--- src/rtl/stage3_fast_sched.sv ---
// -----------------------------------------------------------------------------
// stage3_fast_sched
//
// Serialising scheduler and field-dictionary owner for the stage-3 FAST encoder.
// Three input lanes are arbitrated round robin. One message at a time is
// presented to an external combinational encoder, together with the
// "previous value" dictionary (PID1/MC1/MT1). The encoded word is captured and
// handed downstream through a valid/ready port. The dictionary is then updated
// from the message just encoded. Because every encoding depends on the
// dictionary left by the previous message, only one message is in flight.
//
// Optional feature macro: STAGE3_SCHED_CNT_EN
//   defined   : msg_count counts words handed off downstream (wraps at 16 bits)
//   undefined : no counter register, msg_count is tied to 0
//
// Ports
//   clk, rst_n          clock (rising edge), asynchronous active-low reset
//   in_valid[2:0]       per-lane request, bit0 = lane 1
//   in_ready[2:0]       per-lane accept, one-hot or zero, combinational in IDLE
//   message_1/_2/_3     lane messages
//   dict_clear          zero the dictionary (immediately in IDLE, else deferred)
//   enc_message         registered message presented to the encoder
//   enc_field_PID1/MC1/MT1  dictionary values presented to the encoder
//   enc_fast, enc_len   encoder result, combinational from the enc_* outputs
//   out_valid/out_ready downstream handshake
//   out_fast, out_len   registered encoded word and its length
//   out_lane            source lane of the word (0..2)
//   msg_count           handed-off word count
// -----------------------------------------------------------------------------
module stage3_fast_sched #(
   parameter int MSG_W   = 256,
   parameter int FIELD_W = 8,
   parameter int PID_LSB = 16,
   parameter int MC_LSB  = 8,
   parameter int MT_LSB  = 0,
   parameter int FAST_W  = 344,
   parameter int LEN_W   = 8
) (
   input  logic               clk,
   input  logic               rst_n,
   input  logic [2:0]         in_valid,
   output logic [2:0]         in_ready,
   input  logic [MSG_W-1:0]   message_1,
   input  logic [MSG_W-1:0]   message_2,
   input  logic [MSG_W-1:0]   message_3,
   input  logic               dict_clear,
   output logic [MSG_W-1:0]   enc_message,
   output logic [FIELD_W-1:0] enc_field_PID1,
   output logic [FIELD_W-1:0] enc_field_MC1,
   output logic [FIELD_W-1:0] enc_field_MT1,
   input  logic [FAST_W-1:0]  enc_fast,
   input  logic [LEN_W-1:0]   enc_len,
   output logic               out_valid,
   input  logic               out_ready,
   output logic [FAST_W-1:0]  out_fast,
   output logic [LEN_W-1:0]   out_len,
   output logic [1:0]         out_lane,
   output logic [15:0]        msg_count
);

   typedef enum logic [1:0] {
      S_IDLE = 2'd0,
      S_LOAD = 2'd1,
      S_EMIT = 2'd2
   } state_t;

   state_t             state_q, state_d;
   logic [MSG_W-1:0]   msg_q, msg_d;
   logic [1:0]         lane_q, lane_d;
   logic [1:0]         rr_q, rr_d;          // last granted lane
   logic [FAST_W-1:0]  fast_q, fast_d;
   logic [LEN_W-1:0]   len_q, len_d;
   logic               valid_q, valid_d;
   logic [FIELD_W-1:0] pid_q, pid_d;
   logic [FIELD_W-1:0] mc_q, mc_d;
   logic [FIELD_W-1:0] mt_q, mt_d;
   logic               clr_pend_q, clr_pend_d;

   // ---------------------------------------------------------------------------
   // Round-robin arbitration. Candidates are ordered starting from the lane
   // after the last grant; the earliest requesting candidate wins.
   // ---------------------------------------------------------------------------
   function automatic logic [1:0] next_lane(input logic [1:0] l);
      return (l == 2'd2) ? 2'd0 : l + 2'd1;
   endfunction

   logic [3:0] req_ext;
   logic [1:0] cand0, cand1, cand2;
   logic       grant_vld;
   logic [1:0] grant_idx;
   logic [MSG_W-1:0] grant_msg;

   assign req_ext = {1'b0, in_valid};

   always_comb begin
      cand0     = next_lane(rr_q);
      cand1     = next_lane(cand0);
      cand2     = next_lane(cand1);
      grant_vld = |in_valid;
      grant_idx = cand2;
      if (req_ext[cand1]) grant_idx = cand1;
      if (req_ext[cand0]) grant_idx = cand0;
   end

   always_comb begin
      case (grant_idx)
         2'd0:    grant_msg = message_1;
         2'd1:    grant_msg = message_2;
         default: grant_msg = message_3;
      endcase
   end

   // Accept strobes exist only in IDLE; LOAD/EMIT never grant.
   genvar gi;
   generate
      for (gi = 0; gi < 3; gi++) begin : g_ready
         assign in_ready[gi] = (state_q == S_IDLE) && grant_vld && (grant_idx == 2'(gi));
      end
   endgenerate

   // ---------------------------------------------------------------------------
   // Next-state logic
   // ---------------------------------------------------------------------------
   always_comb begin
      state_d    = state_q;
      msg_d      = msg_q;
      lane_d     = lane_q;
      rr_d       = rr_q;
      fast_d     = fast_q;
      len_d      = len_q;
      valid_d    = valid_q;
      pid_d      = pid_q;
      mc_d       = mc_q;
      mt_d       = mt_q;
      clr_pend_d = clr_pend_q;

      case (state_q)
         S_IDLE: begin
            // Clear lands on this edge, so a message granted now is encoded
            // against the zeroed dictionary in LOAD.
            if (dict_clear) begin
               pid_d      = '0;
               mc_d       = '0;
               mt_d       = '0;
               clr_pend_d = 1'b0;
            end
            if (grant_vld) begin
               msg_d   = grant_msg;
               lane_d  = grant_idx;
               rr_d    = grant_idx;
               state_d = S_LOAD;
            end
         end

         S_LOAD: begin
            fast_d  = enc_fast;
            len_d   = enc_len;
            pid_d   = msg_q[PID_LSB +: FIELD_W];
            mc_d    = msg_q[MC_LSB  +: FIELD_W];
            mt_d    = msg_q[MT_LSB  +: FIELD_W];
            valid_d = 1'b1;
            state_d = S_EMIT;
            // A clear seen now must not disturb this update; defer it.
            if (dict_clear) clr_pend_d = 1'b1;
         end

         S_EMIT: begin
            if (dict_clear) clr_pend_d = 1'b1;
            if (out_ready) begin
               valid_d = 1'b0;
               state_d = S_IDLE;
               // A clear arriving on the handshake edge itself is honoured too.
               if (clr_pend_q || dict_clear) begin
                  pid_d = '0;
                  mc_d  = '0;
                  mt_d  = '0;
               end
               clr_pend_d = 1'b0;
            end
         end

         default: begin
            state_d = S_IDLE;
            valid_d = 1'b0;
         end
      endcase
   end

   // ---------------------------------------------------------------------------
   // State registers
   // ---------------------------------------------------------------------------
   always_ff @(posedge clk or negedge rst_n) begin
      if (!rst_n) begin
         state_q    <= S_IDLE;
         msg_q      <= '0;
         lane_q     <= '0;
         rr_q       <= 2'd2;   // so that lane 0 is considered first
         fast_q     <= '0;
         len_q      <= '0;
         valid_q    <= 1'b0;
         pid_q      <= '0;
         mc_q       <= '0;
         mt_q       <= '0;
         clr_pend_q <= 1'b0;
      end else begin
         state_q    <= state_d;
         msg_q      <= msg_d;
         lane_q     <= lane_d;
         rr_q       <= rr_d;
         fast_q     <= fast_d;
         len_q      <= len_d;
         valid_q    <= valid_d;
         pid_q      <= pid_d;
         mc_q       <= mc_d;
         mt_q       <= mt_d;
         clr_pend_q <= clr_pend_d;
      end
   end

   // ---------------------------------------------------------------------------
   // Handed-off word counter
   // ---------------------------------------------------------------------------
`ifdef STAGE3_SCHED_CNT_EN
   logic [15:0] cnt_q, cnt_d;

   always_comb begin
      cnt_d = cnt_q;
      if ((state_q == S_EMIT) && out_ready) cnt_d = cnt_q + 16'd1;  // wraps naturally
   end

   always_ff @(posedge clk or negedge rst_n) begin
      if (!rst_n) cnt_q <= '0;
      else        cnt_q <= cnt_d;
   end

   assign msg_count = cnt_q;
`else
   assign msg_count = '0;
`endif

   // ---------------------------------------------------------------------------
   // Outputs
   // ---------------------------------------------------------------------------
   assign enc_message    = msg_q;
   assign enc_field_PID1 = pid_q;
   assign enc_field_MC1  = mc_q;
   assign enc_field_MT1  = mt_q;
   assign out_valid      = valid_q;
   assign out_fast       = fast_q;
   assign out_len        = len_q;
   assign out_lane       = lane_q;

endmodule

--- config.mk ---
export PLATFORM = sky130hd
export DESIGN_NAME = stage3_fast_sched
export DESIGN_NICKNAME = d
export VERILOG_FILES = /design/src/rtl/stage3_fast_sched.sv
export SDC_FILE = /design/constraint.sdc
export NUM_CORES = 1
export LEC_CHECK = 0
export ABC_AREA = 1
export ABC_CLOCK_PERIOD_IN_PS = 2500
export CORE_AREA = 2 2 686 688
export CTS_CLUSTER_SIZE = 20
export DETAILED_ROUTE_END_ITERATION = 10
export DIE_AREA = 0 0 688 690
export HOLD_SLACK_MARGIN = 0.08
export PLACE_DENSITY = 0.3
export RECOVER_POWER = 25
export SETUP_SLACK_MARGIN = 0.15
export SLEW_MARGIN = 20
export SYNTH_ARGS = -nofsm -noshare
export SYNTH_HDL_FRONTEND = slang
export SYNTH_SLANG_ARGS = --single-unit
export TNS_END_PERCENT = 100
--- constraint.sdc ---
create_clock -name clk -period 2.5 [get_ports clk]
set_input_delay 0.25 -clock clk [delete_from_list [all_inputs] [get_ports clk]]
set_output_delay 0.25 -clock clk [all_outputs]
set_load 0.02 [all_outputs]
=== Yosys cells after proc, flatten, opt, wreduce, memory -nomap -nowiden ===
Index checks and enable logic that the tools add are counted.

* Register bits: 640
* Bits of input ports: 1,127
* Output and inout bits: 654
* Word-level logic and storage cells: 67

* Add/subtract/negate cells: 3
* $lt $le $gt $ge: 2
* Equal/unequal tests: 11
* Mux-type cells: 25
* Bitwise operators: 1
* Reduce and logical (&&, ||, !) cells: 14

{| class="wikitable"
|+ Operators with widths
! operator !! count
|-
| 256-bit one-hot mux with 2 select lines || 1
|-
| 8-bit one-hot mux with 3 select lines || 3
|-
| 8-bit 2-to-1 mux || 3
|-
| 2-bit 2-to-1 mux || 7
|-
| 2-bit equality test (second input constant) || 5
|-
| 2-bit != test (second input constant) || 4
|-
| 2-bit AND reduction || 4
|-
| 2-bit by 1-bit adder with 2-bit output (second input constant) || 3
|-
| 2-bit by 3-bit less-than comparator with 1-bit output (second input constant) || 2
|-
| 1-bit 2-to-1 mux || 6
|-
| 1-bit one-hot mux with 3 select lines || 2
|-
| 2-bit one-hot mux with 3 select lines || 1
|-
| 1-bit binary-select mux with 2-bit select || 2
|-
| 2-bit by 1-bit equality test with 1-bit output (second input constant) || 2
|-
| 1-bit logical AND || 4
|-
| 2-bit logical NOT || 2
|-
| 4-bit AND reduction || 1
|-
| 3-bit nonzero test || 1
|-
| 3-bit OR reduction || 1
|-
| 1-bit logical OR || 1
|-
| 1-bit inverter || 1
|}

=== Logic depth before layout (Yosys ltp) ===
* Depth after elaboration: 10
* Mapped depth: 11
* Gate-level depth less buffers: 9

=== Worst setup path before layout ===
Ideal clock, no wire load.

* Path type: flip-flop to output port
* Start point: register rr_q[1]
* End point: output in_ready[0]
* Data arrival time: 1,703 ps
* Data required time: 2,250 ps
* Slack: 547 ps
* Cell stages (with the launch flop): 8
* Path buffers: 1
* Cell sequence: dfstp_2 nor2_1 a21oi_1 nor2_1 nor2_2 nand2_1 clkbuf_1 nor2_1

* Longest elaborated chain between the ends: 10

{| class="wikitable"
|+ RTL lines
! item !! line !! source
|-
| from (decl) || 70 || <nowiki>logic [1:0] rr_q, rr_d;</nowiki>
|-
| from (signal assigned) || 209 || <nowiki>rr_q <= rr_d;</nowiki>
|-
| 2-bit by 1-bit adder with 2-bit output / 2-bit equality test (equally long branches) || 84 || <nowiki>return (l == 2'd2) ? 2'd0 : l + 2'd1;</nowiki>
|-
| 2-bit 2-to-1 mux (*) || 84 ||
|-
| 2-bit by 1-bit adder with 2-bit output / 2-bit equality test (equally long branches) || 84 ||
|-
| 2-bit 2-to-1 mux || 84 ||
|-
| 2-bit by 1-bit adder with 2-bit output (tied with other cells) || 84 ||
|-
| 2-bit 2-to-1 mux / 1-bit 2-to-1 mux (equally long branches) || 84, 101 ||
|-
| 2-bit 2-to-1 mux || 101 || <nowiki>if (req_ext[cand1]) grant_idx = cand1;</nowiki>
|-
| 2-bit 2-to-1 mux (*) || 102 || <nowiki>if (req_ext[cand0]) grant_idx = cand0;</nowiki>
|-
| 2-bit logical NOT (*) || 117 || <nowiki>assign in_ready[gi] = (state_q == S_IDLE) && grant_vld && (grant_idx == 2'(gi));</nowiki>
|-
| 1-bit logical AND (*) || 117 ||
|-
| to (decl) || 42 || <nowiki>output logic [2:0] in_ready,</nowiki>
|}

Mark *: on every way between the ends. The rest lies on a longest branch, timed or not. The select of a mux whose other input is x is not followed.

=== Worst setup path in the final report ===
Same ends and word-level chain as after synthesis.

==> flow_summary.json <==
{
  "htree_num_levels": 3,
  "track_usage": 0.148,
  "tightest_slew_ns": 2.12,
  "nNetsFinal": 8026,
  "routedWlPerCell_um": 28.0,
  "fin_crit_ns": 2.65,
  "antenna_found_initial": 200,
  "drt-initial-drc-count": 2542,
  "grt_pass1_vias": 42029,
  "finalHoldViolations": 0,
  "insertion_delay_ns": 0.84,
  "worstPathRequired_ns": 2.25,
  "portBuffers": 1764,
  "gp_congestion": 0.942,
  "async_flop_share": 1.00,
  "synth.most_common_cell": "nand2_1",
  "drt-total-wl_mm": 370,
  "yosysSeqAreaShare": 0.532,
  "initial_utilization": 0.0645,
  "setup_viol": 183,
  "dp_hpwl_mm": 311,
  "ys_types": 25,
  "final_antenna_net_count": 0,
  "grt_start_max_net_pins": 87,
  "cp_max_fo": 5,
  "cp-end-kind": "output port",
  "route.detailed.drc": 0,
  "core_area_mm2": 0.467,
  "status": "finished with violations",
  "numCtsBuffers": 105,
  "finalCritPeriodShare": 1.06,
  "rsz0062_at_grt": "yes",
  "cts_root_buffer": "clkbuf_16",
  "grt_pass1_wl_mm": 463,
  "die_w_um": 688,
  "final_cells": 13243,
  "drive_above_1_share": 0.135,
  "area_growth_pct": 137,
  "ioPinCount": 1781,
  "synth_area_leaders": "dfrtp_1 53%, nand2_1 26%, nor2_1 7.6%",
  "holdWs_ns": 0.138,
  "synth_common_cells": "2,098 x nand2_1, 638 x dfrtp_1, 609 x nor2_1, 290 x inv_1, 193 x nand3_1",
  "fin_ws_ns": -0.154,
  "first_pass_iters": 5,
  "vias_per_cell": 3.04,
  "hold_class": "in -> reg",
  "dp_slack_ns": -0.480,
  "fmax_mhz": 377,
  "synth_top_area_share": 0.531,
  "critPathKind": "reg -> out",
  "yosysWarnings": 0,
  "critPathLaunchType": "flip-flop",
  "ys.flop_type": "dfrtp_1",
  "die_area_mm2": 0.475,
  "drv_slew": 26,
  "power_density_mw_per_mm2": 1330,
  "vias": 40196,
  "violations": "max-capacitance violations, max-slew violations, negative setup slack",
  "cts_tree": "done",
  "avgSynthCellArea_um2": 7.13,
  "power.leakage_nw": 31.3,
  "crit_arrival_ns": 2.40,
  "synthCells": 4220,
  "slew_headroom": -0.412,
  "syn-cell-area_mm2": 0.0301,
  "synth_edf_count": 0,
  "path_clk_slew_ns": 0.06,
  "grt_overflow": 0,
  "drv_cap": 1,
  "skew_ns": 0.0599,
  "yosysTopAreaCell": "dfrtp_1",
  "fp-row-count": 251,
  "ys_ff_latch": 639,
  "die_h_um": 690,
  "place_inst": 12250,
  "cts.sinks": 639,
  "ir_worst_vdd_uv": 530,
  "cts_buffer_depth": 4
}
==> cell type report <==
class / count / area [um2]
Timing Repair Buffer: 2803 / 28800
Sequential cell: 639 / 16000
Fill cell: 53344 / 396000
Antenna cell: 73 / 183
Clock buffer: 150 / 3040
Clock inverter: 34 / 424
Inverter: 292 / 1120
Multi-Input combinational cell: 3054 / 13900
Tap cell: 6198 / 7750
==> cell families (layout without fill, tap and decap cells) <==
group           Yosys count  after routing  synth area share
flops                   639            639             0.532
fa+ha+maj                 4              4           0.00166
buf+inv                 543           3279            0.0737
compound gates          127            127            0.0216
other cells               1             89          0.000125
simple gates           2906           2907             0.371
==> state kept, by name, indices dropped and copies added (netlist names) <==
| name | flops |
|---|---|
| out_fast | 344 |
| enc_message | 256 |
| enc_field_MC1 | 8 |
| enc_field_MT1 | 8 |
| enc_field_PID1 | 8 |
| out_len | 8 |
| out_lane | 2 |
| state_q | 2 |
| clr_pend_q | 1 |
| out_valid | 1 |
| rr_q | 1 |
==> report_power, final <==
part	leakage, nW	total (mW)	internal (mW)	switching [mW]
Clock	1.70	15.5	9.20	6.30
Combinational	21.9	59.9	22.8	37.0
Sequential	7.68	19.4	15.6	3.80
==> cell usage in the layout, fill, tap and decap left out, types with 26 or more instances in the layout <==
| master | instances |
|---|---|
| buf_6 | 68 |
| buf_4 | 208 |
| dlygate4sd3_1 | 656 |
| diode_2 | 73 |
| nor2_1 | 520 |
| clkbuf_16 | 121 |
| dfrtp_1 | 632 |
| nand3_1 | 126 |
| nor2_2 | 66 |
| nand3_4 | 26 |
| clkbuf_1 | 33 |
| o21ai_1 | 81 |
| clkdlybuf4s50_1 | 1652 |
| nand2_1 | 1916 |
| buf_12 | 90 |
| nand2_4 | 95 |
| inv_1 | 286 |
| dlygate4sd2_1 | 67 |
| nand3_2 | 42 |
| o21ai_0 | 36 |
| nand2_2 | 84 |
==> worst paths after layout <==
check                      slack [ns]     startpoint                to  depth (start not counted)
max                             -0.15        rr_q[1]       in_ready[0]                          8
min                              0.14    enc_fast[7]       out_fast[7]                          3
max reg2reg                     -0.14        rr_q[1]   enc_message[98]                         16
min reg2reg                      0.47  out_fast[106]     out_fast[106]                          2
max in group asynchronous       -0.09          rst_n  enc_message[192]                          3
min in group asynchronous        1.38          rst_n       out_fast[6]                          3
==> critical path, cell delays in order (launching register included) <==
cell and delay (ns):
dfstp_2 0.60, nor2_2 0.08, nand2_2 0.08, buf_6 0.11, a21boi_4 0.26, nand2_4 0.09, buf_12 0.13, nor2_4 0.08
buf_6 0.12
==> per-stage QoR <==
step / util / setup TNS (ns) / area [um2] / power (mW)
floorplan: - / 0 / 30100 / 39.1
global placement: 0.124 / -57.25 / 57700 / 74.2
detailed placement: 0.124 / -56.75 / 57700 / 73.9
CTS: 0.146 / -2.49 / 68200 / 92.5
global route: 0.152 / -53.05 / 71100 / 101
finish: 0.152 / -11.30 / 71200 / 94.7
==> timing repair <==
action | in CTS | in global routing
hold endpoints to repair | 958 | 0
hold buffers | 657 | 0
setup buffers | 14 | 43
endpoints found under the setup margin | 335 | 289
gates resized for setup | 137 | 550
pin swaps | 5 | 137
cloned | 6 | 17
==> layer usage <==
layer  track usage  routed length (um)
met5             0                 600
met4        0.0345               10600
met3        0.0452               27800
met2         0.273              189000
met1         0.165              142000
No activity file was read; power rests on OpenSTA's default activity.
